[config.mk]
export PLATFORM = sky130hd
export DESIGN_NAME = vga_timing_gen
export DESIGN_NICKNAME = d
export VERILOG_FILES = /design/src/rtl/vga_timing_gen_pkg.sv /design/src/rtl/vga_timing_gen_sig_delay_line.sv /design/src/rtl/vga_timing_gen.sv
export SDC_FILE = /design/constraint.sdc
export NUM_CORES = 1
export LEC_CHECK = 0
export ABC_AREA = 1
export CORE_UTILIZATION = 45
export DETAILED_ROUTE_END_ITERATION = 7
export PLACE_DENSITY = 0.67
export SYNTH_ARGS = -nofsm -noshare
export SYNTH_HDL_FRONTEND = slang
export SYNTH_HIERARCHICAL = 1
export SYNTH_SLANG_ARGS = --single-unit
[constraint.sdc]
create_clock -name disp_clock -period 2.3 [get_ports disp_clock]
set_input_delay 0.46 -clock disp_clock [delete_from_list [all_inputs] [get_ports disp_clock]]
set_output_delay 0.46 -clock disp_clock [all_outputs]
set_load 0.02 [all_outputs]
[src/rtl/vga_timing_gen_pkg.sv]
// Shared raster definitions for the VGA timing generator: 640x480@60 default
// geometry, the per-pixel decode record and small compare helpers.
package vga_timing_gen_pkg;

    localparam int CNT_W = 10;

    localparam int H_VISIBLE_DEF  = 640;
    localparam int H_FRONT_DEF    = 16;
    localparam int H_SYNC_DEF     = 96;
    localparam int H_BACK_DEF     = 48;
    localparam int V_VISIBLE_DEF  = 480;
    localparam int V_FRONT_DEF    = 10;
    localparam int V_SYNC_DEF     = 2;
    localparam int V_BACK_DEF     = 33;
    localparam bit SYNC_POL_DEF   = 1'b0;
    localparam int PIPE_DELAY_DEF = 2;

    // Raster sequencing: idle parks at the origin, run advances one pixel per clock.
    typedef enum logic {
        RASTER_IDLE = 1'b0,
        RASTER_RUN  = 1'b1
    } raster_state_t;

    // Everything decoded from one (h_pos, v_pos) pair.
    typedef struct packed {
        logic valid_draw;
        logic v_blank;
        logic frame_start;
        logic h_sync;
        logic v_sync;
    } raster_dec_t;

    // Half-open window test lo <= val < hi; one spare bit so a 1024 bound still compares correctly.
    function automatic logic in_window(input logic [CNT_W:0] val,
                                       input logic [CNT_W:0] lo,
                                       input logic [CNT_W:0] hi);
        return (val >= lo) && (val < hi);
    endfunction

endpackage

[src/rtl/vga_timing_gen_sig_delay_line.sv]
// Resettable WIDTH-bit shift register used to line sync/blank strobes up with
// the colour pipeline. DEPTH=0 degenerates to a plain wire.
module sig_delay_line #(
    parameter int              WIDTH   = 1,
    parameter int              DEPTH   = 1,
    parameter logic [WIDTH-1:0] RST_VAL = '0
) (
    input  logic             clk,
    input  logic             rst_n,
    input  logic             srst,
    input  logic [WIDTH-1:0] d,
    output logic [WIDTH-1:0] q
);

    generate
        if (DEPTH == 0) begin : g_pass
            assign q = d;
        end else begin : g_shift
            logic [WIDTH-1:0] stage_r [DEPTH];

            // Shift one stage per clock; both resets load the idle value into every stage.
            always_ff @(posedge clk or negedge rst_n) begin
                if (!rst_n) begin
                    for (int i = 0; i < DEPTH; i++) begin
                        stage_r[i] <= RST_VAL;
                    end
                end else if (srst) begin
                    for (int i = 0; i < DEPTH; i++) begin
                        stage_r[i] <= RST_VAL;
                    end
                end else begin
                    stage_r[0] <= d;
                    for (int i = 1; i < DEPTH; i++) begin
                        stage_r[i] <= stage_r[i-1];
                    end
                end
            end

            assign q = stage_r[DEPTH-1];
        end
    endgenerate

endmodule

[src/rtl/vga_timing_gen.sv]
// Raster counter and timing decode for the character-terminal display path.
// Position and decodes are registered together so every decode describes the
// h_pos/v_pos presented in the same cycle; VGA strobes trail by PIPE_DELAY.
module vga_timing_gen
    import vga_timing_gen_pkg::*;
#(
    parameter int H_VISIBLE  = H_VISIBLE_DEF,
    parameter int H_FRONT    = H_FRONT_DEF,
    parameter int H_SYNC     = H_SYNC_DEF,
    parameter int H_BACK     = H_BACK_DEF,
    parameter int V_VISIBLE  = V_VISIBLE_DEF,
    parameter int V_FRONT    = V_FRONT_DEF,
    parameter int V_SYNC     = V_SYNC_DEF,
    parameter int V_BACK     = V_BACK_DEF,
    parameter bit SYNC_POL   = SYNC_POL_DEF,
    parameter int PIPE_DELAY = PIPE_DELAY_DEF
) (
    input  logic             disp_clock,
    input  logic             reset_n,
    input  logic             en,
    output logic [CNT_W-1:0] h_pos,
    output logic [CNT_W-1:0] v_pos,
    output logic             valid_draw,
    output logic             v_blank,
    output logic             frame_start,
    output logic             vga_hs,
    output logic             vga_vs,
    output logic             vga_blank_n,
    output logic             vga_sync_n
);

    localparam int H_TOTAL = H_VISIBLE + H_FRONT + H_SYNC + H_BACK;
    localparam int V_TOTAL = V_VISIBLE + V_FRONT + V_SYNC + V_BACK;

    localparam logic [CNT_W-1:0] H_LAST = CNT_W'(H_TOTAL - 1);
    localparam logic [CNT_W-1:0] V_LAST = CNT_W'(V_TOTAL - 1);

    localparam logic [CNT_W:0] H_VIS_L = (CNT_W+1)'(H_VISIBLE);
    localparam logic [CNT_W:0] HS_LO   = (CNT_W+1)'(H_VISIBLE + H_FRONT);
    localparam logic [CNT_W:0] HS_HI   = (CNT_W+1)'(H_VISIBLE + H_FRONT + H_SYNC);
    localparam logic [CNT_W:0] V_VIS_L = (CNT_W+1)'(V_VISIBLE);
    localparam logic [CNT_W:0] VS_LO   = (CNT_W+1)'(V_VISIBLE + V_FRONT);
    localparam logic [CNT_W:0] VS_HI   = (CNT_W+1)'(V_VISIBLE + V_FRONT + V_SYNC);

    localparam raster_dec_t DEC_IDLE = '{
        valid_draw:  1'b0,
        v_blank:     1'b0,
        frame_start: 1'b0,
        h_sync:      ~SYNC_POL,
        v_sync:      ~SYNC_POL
    };

    raster_state_t    state_r;
    logic [CNT_W-1:0] h_r;
    logic [CNT_W-1:0] v_r;
    raster_dec_t      dec_r;

    logic [CNT_W-1:0] h_nxt_s;
    logic [CNT_W-1:0] v_nxt_s;
    raster_dec_t      dec_nxt_s;
    logic [2:0]       vga_dly_s;

    // Next raster position: idle restarts at the origin, run advances with line/frame wrap.
    always_comb begin
        h_nxt_s = '0;
        v_nxt_s = '0;
        case (state_r)
            RASTER_IDLE: begin
                h_nxt_s = '0;
                v_nxt_s = '0;
            end
            RASTER_RUN: begin
                if (h_r == H_LAST) begin
                    h_nxt_s = '0;
                    if (v_r == V_LAST) begin
                        v_nxt_s = '0;
                    end else begin
                        v_nxt_s = v_r + 10'd1;
                    end
                end else begin
                    h_nxt_s = h_r + 10'd1;
                    v_nxt_s = v_r;
                end
            end
            default: begin
                h_nxt_s = '0;
                v_nxt_s = '0;
            end
        endcase
    end

    // Decode the position about to be registered so decodes and counters stay coincident.
    always_comb begin
        dec_nxt_s             = DEC_IDLE;
        dec_nxt_s.valid_draw  = ({1'b0, h_nxt_s} < H_VIS_L) && ({1'b0, v_nxt_s} < V_VIS_L);
        dec_nxt_s.v_blank     = ({1'b0, v_nxt_s} >= V_VIS_L);
        dec_nxt_s.frame_start = (h_nxt_s == 10'd0) && (v_nxt_s == 10'd0);
        dec_nxt_s.h_sync      = in_window({1'b0, h_nxt_s}, HS_LO, HS_HI) ? SYNC_POL : ~SYNC_POL;
        dec_nxt_s.v_sync      = in_window({1'b0, v_nxt_s}, VS_LO, VS_HI) ? SYNC_POL : ~SYNC_POL;
    end

    // Raster state, counters and decodes; en low parks everything at the idle origin.
    always_ff @(posedge disp_clock or negedge reset_n) begin
        if (!reset_n) begin
            state_r <= RASTER_IDLE;
            h_r     <= '0;
            v_r     <= '0;
            dec_r   <= DEC_IDLE;
        end else if (!en) begin
            state_r <= RASTER_IDLE;
            h_r     <= '0;
            v_r     <= '0;
            dec_r   <= DEC_IDLE;
        end else begin
            state_r <= RASTER_RUN;
            h_r     <= h_nxt_s;
            v_r     <= v_nxt_s;
            dec_r   <= dec_nxt_s;
        end
    end

    // The delay line keeps shifting while parked, so it drains to idle on its own.
    sig_delay_line #(
        .WIDTH   (3),
        .DEPTH   (PIPE_DELAY),
        .RST_VAL ({~SYNC_POL, ~SYNC_POL, 1'b0})
    ) u_vga_dly (
        .clk   (disp_clock),
        .rst_n (reset_n),
        .srst  (1'b0),
        .d     ({dec_r.h_sync, dec_r.v_sync, dec_r.valid_draw}),
        .q     (vga_dly_s)
    );

    assign h_pos       = h_r;
    assign v_pos       = v_r;
    assign valid_draw  = dec_r.valid_draw;
    assign v_blank     = dec_r.v_blank;
    assign frame_start = dec_r.frame_start;
    assign {vga_hs, vga_vs, vga_blank_n} = vga_dly_s;
    // No sync-on-green on this board.
    assign vga_sync_n  = 1'b1;

endmodule

==> impl_metrics.py <==
metrics = {
    "setup_path": {
        "crit_slowest_cell": "clkdlybuf4s50_1",
        "worstPathCellList": "clkdlybuf4s50_1",
        "critPathMaxStageDelay_ps": 650,
        "cp_num_buf_inv": 1,
        "startpoint_type": "register",
        "critPathKind": "reg -> out",
        "worst-path-stages": 1,
        "end_kind": "primary output",
        "required_ps": 1840,
        "path_delay_family": "buffers and inverters",
        "crit_arrival_ps": 1410,
        "rr_worst_depth": 11,
        "critPathMaxFanout": 6,
    },
    "timing": {
        "finalHoldViolations": 0,
        "finalMaxSlewViolations": 0,
        "fin_crit_sh": 0.812,
        "fin_tns_setup_ps": 0,
        "fin_crit_ps": 1870,
        "relSlewSlack": 0.568,
        "worst_slew_pin_slew_ps": 648,
        "maxClockFrequency_mhz": 536,
        "rsz0062_at_grt": "no",
        "skew_ps": 7.37,
        "setup_viol": 0,
    },
    "clock_network": {
        "numClockSinks": 32,
        "clk_path_buf_depth": 2,
        "ctsResizeCount": 0,
        "insertion_delay_ps": 290,
        "clk_pin_slew_worst_paths_ps": 70,
        "cts_tree": "done",
        "cts_setup_buffers": 0,
        "hold_buffers": 0,
        "h-tree-depth": 2,
        "ctsRootBufferMaster": "clkbuf_8",
        "numCtsBuffers": 5,
    },
    "floorplanning": {
        "die_y_um": 69.4,
        "num_io_pins": 30,
        "start_util": 0.470,
        "rows": 24,
        "core-area_um2": 4350,
        "die_w_um": 69.4,
        "dieArea_um2": 4820,
    },
    "synth": {
        "ys_ff_latch": 32,
        "yosysWarnings": 6,
        "syn_area_um2": 2040,
        "yosysMostFrequentCell": "nand2_1",
        "synth_area_leaders": "dfrtp_1 32%, nand2_1 14%, nor2_1 8.8%, dfstp_2 7.7%, inv_1 6.1%",
        "synth.avg_cell_area_um2": 7.33,
        "yosys.area.top_type": "dfrtp_1",
        "postSynth.asyncResetShare": 1.00,
        "synth_edf_count": 0,
        "yosysSeqAreaShare": 0.395,
        "syn_inst": 279,
        "ys.flop_type": "dfrtp_1",
        "yosys-top-cells-count": "75 x nand2_1, 48 x nor2_1, 33 x inv_1, 26 x dfrtp_1, 22 x nand3_1",
        "yosysUniqueCellTypes": 32,
        "yosysTopAreaCellShare": 0.318,
    },
    "detailed_routing": {
        "drt_iter0_drc": 77,
        "vias": 1819,
        "antenna_left": 0,
        "via_per_inst": 5.00,
        "drt-wirelength-per-cell_um": 12.3,
        "drc": 0,
        "firstDrtPassIters": 4,
        "routed_wl_um": 4470,
    },
    "finish": {
        "antennaDiodeCount": 0,
        "drive_above_1_share": 0.154,
        "num-nets-final": 317,
        "syn_to_final_growth_pct": 20.2,
        "nFillCells": 415,
        "instances_no_fill": 364,
    },
    "global_route": {
        "first_global_vias": 1673,
        "track_usage": 0.200,
        "grt_max_degree": 33,
        "grt_overflow_total": 0,
        "grt_pass1_wl_um": 7620,
        "antenna_found_initial": 0,
    },
    "pwr": {
        "p_leak_nw": 1.20,
        "power_density_nw_per_um2": 445,
        "ir_drop_mv": 0.355,
        "total_power_mw": 1.09,
    },
    "place": {
        "dp.cells": 356,
        "io_buffers": 28,
        "dp_hpwl_um": 3370,
        "gp_congestion": 0.855,
    },
    "worst_hold_path": {
        "hold_depth": 2,
        "hp-class": "reg -> reg",
    },
    "outcome": {
        "status": "complete, no violations",
    },
    "flow_run": {
        "drv_cap": 0,
    },
}
-- cell families (layout without fill, tap and decap cells) --
group	Yosys count	count (layout)	synth area share
compound gates	7	7	0.0171
xor+xnor	1	1	0.00428
fa+ha+maj	3	3	0.0184
buf+inv	43	74	0.0900
flops	32	32	0.395
other cells	2	4	0.00367
simple gates	191	191	0.471
-- registers in the layout, summed over array words and instances, names as in the netlist --
name,count
h_pos,10
v_pos,10
u_vga_dly/g_shift.stage_r,3
u_vga_dly/q,3
dec_r,2
frame_start,1
state_r,1
v_blank,1
valid_draw,1
-- per-stage QoR --
stage                     worst slack, ps  hold slack, ps  area [um2]   util
final                                 433             431        2460  0.564
after global routing                  240             456        2460  0.564
after CTS                             420             435        2460  0.564
after detailed placement              439             427        2360  0.543
after global placement                471             423        2360  0.543
after floorplan                       559             164        2050      -
-- worst paths after layout --
check	from	to	slack, ps
max reg2reg	h_pos[1]	frame_start	440
min	u_vga_dly/g_shift.stage_r[5]	u_vga_dly/q[2]	430
min reg2reg	u_vga_dly/g_shift.stage_r[5]	u_vga_dly/q[2]	430
max	h_pos[6]	h_pos[6]	430
min in group asynchronous	reset_n	v_pos[7]	570
max in group asynchronous	reset_n	dec_r[1]	1400
-- area by class of cell --
type / count / area (um2) / area share
clock inverter: 1 / 7.51 / 0.00305
multi-input combinational: 206 / 1060 / 0.431
clock buffer: 7 / 86.3 / 0.0351
inverter: 36 / 135 / 0.0550
tap: 52 / 65.1 / 0.0265
sequential: 32 / 808 / 0.329
timing repair buffer: 30 / 295 / 0.120
-- layer usage --
| layer | track usage | routed length (um) |
|---|---|---|
| met5 | 0 | 0 |
| met1 | 0.271 | 2120 |
| met2 | 0.315 | 2020 |
| met4 | 0.0794 | 85 |
| met3 | 0.0363 | 248 |
-- power by group --
group	total [mW]	switching (mW)	internal [mW]
clock	0.452	0.209	0.243
sequential	0.577	0.00726	0.570
combinational	0.0662	0.0442	0.0220
-- cell usage in the layout (no fill, tap or decap) --
master           synthesis  final
clkinvlp_4               0      1
dfrtp_1                 26     26
inv_2                    2      2
nand4_2                  1      1
o21ai_0                  4      4
nor3_1                   5      5
o21ai_1                  1      1
nand2_1                 75     75
nand3_2                  9      9
a21oi_1                  2      2
nand2_4                  2      2
xor2_1                   1      1
nand2_2                  4      4
clkbuf_1                 1      1
nand3_4                  1      1
nand4_1                  7      7
nand2b_1                 1      1
and3_1                   1      1
clkdlybuf4s50_1          0     28
clkbuf_8                 0      6
clkinv_1                 1      1
inv_1                   33     33
nand3b_1                 1      1
nor2_4                   4      4
buf_4                    4      2
nor2_2                   8      8
nand2_8                  1      1
nor2_1                  48     48
nand3_1                 22     22
dfstp_2                  6      6
conb_1                   2      4
nor2_8                   1      1
ha_1                     3      3
Note: power is estimated with default switching activity, not from simulation.
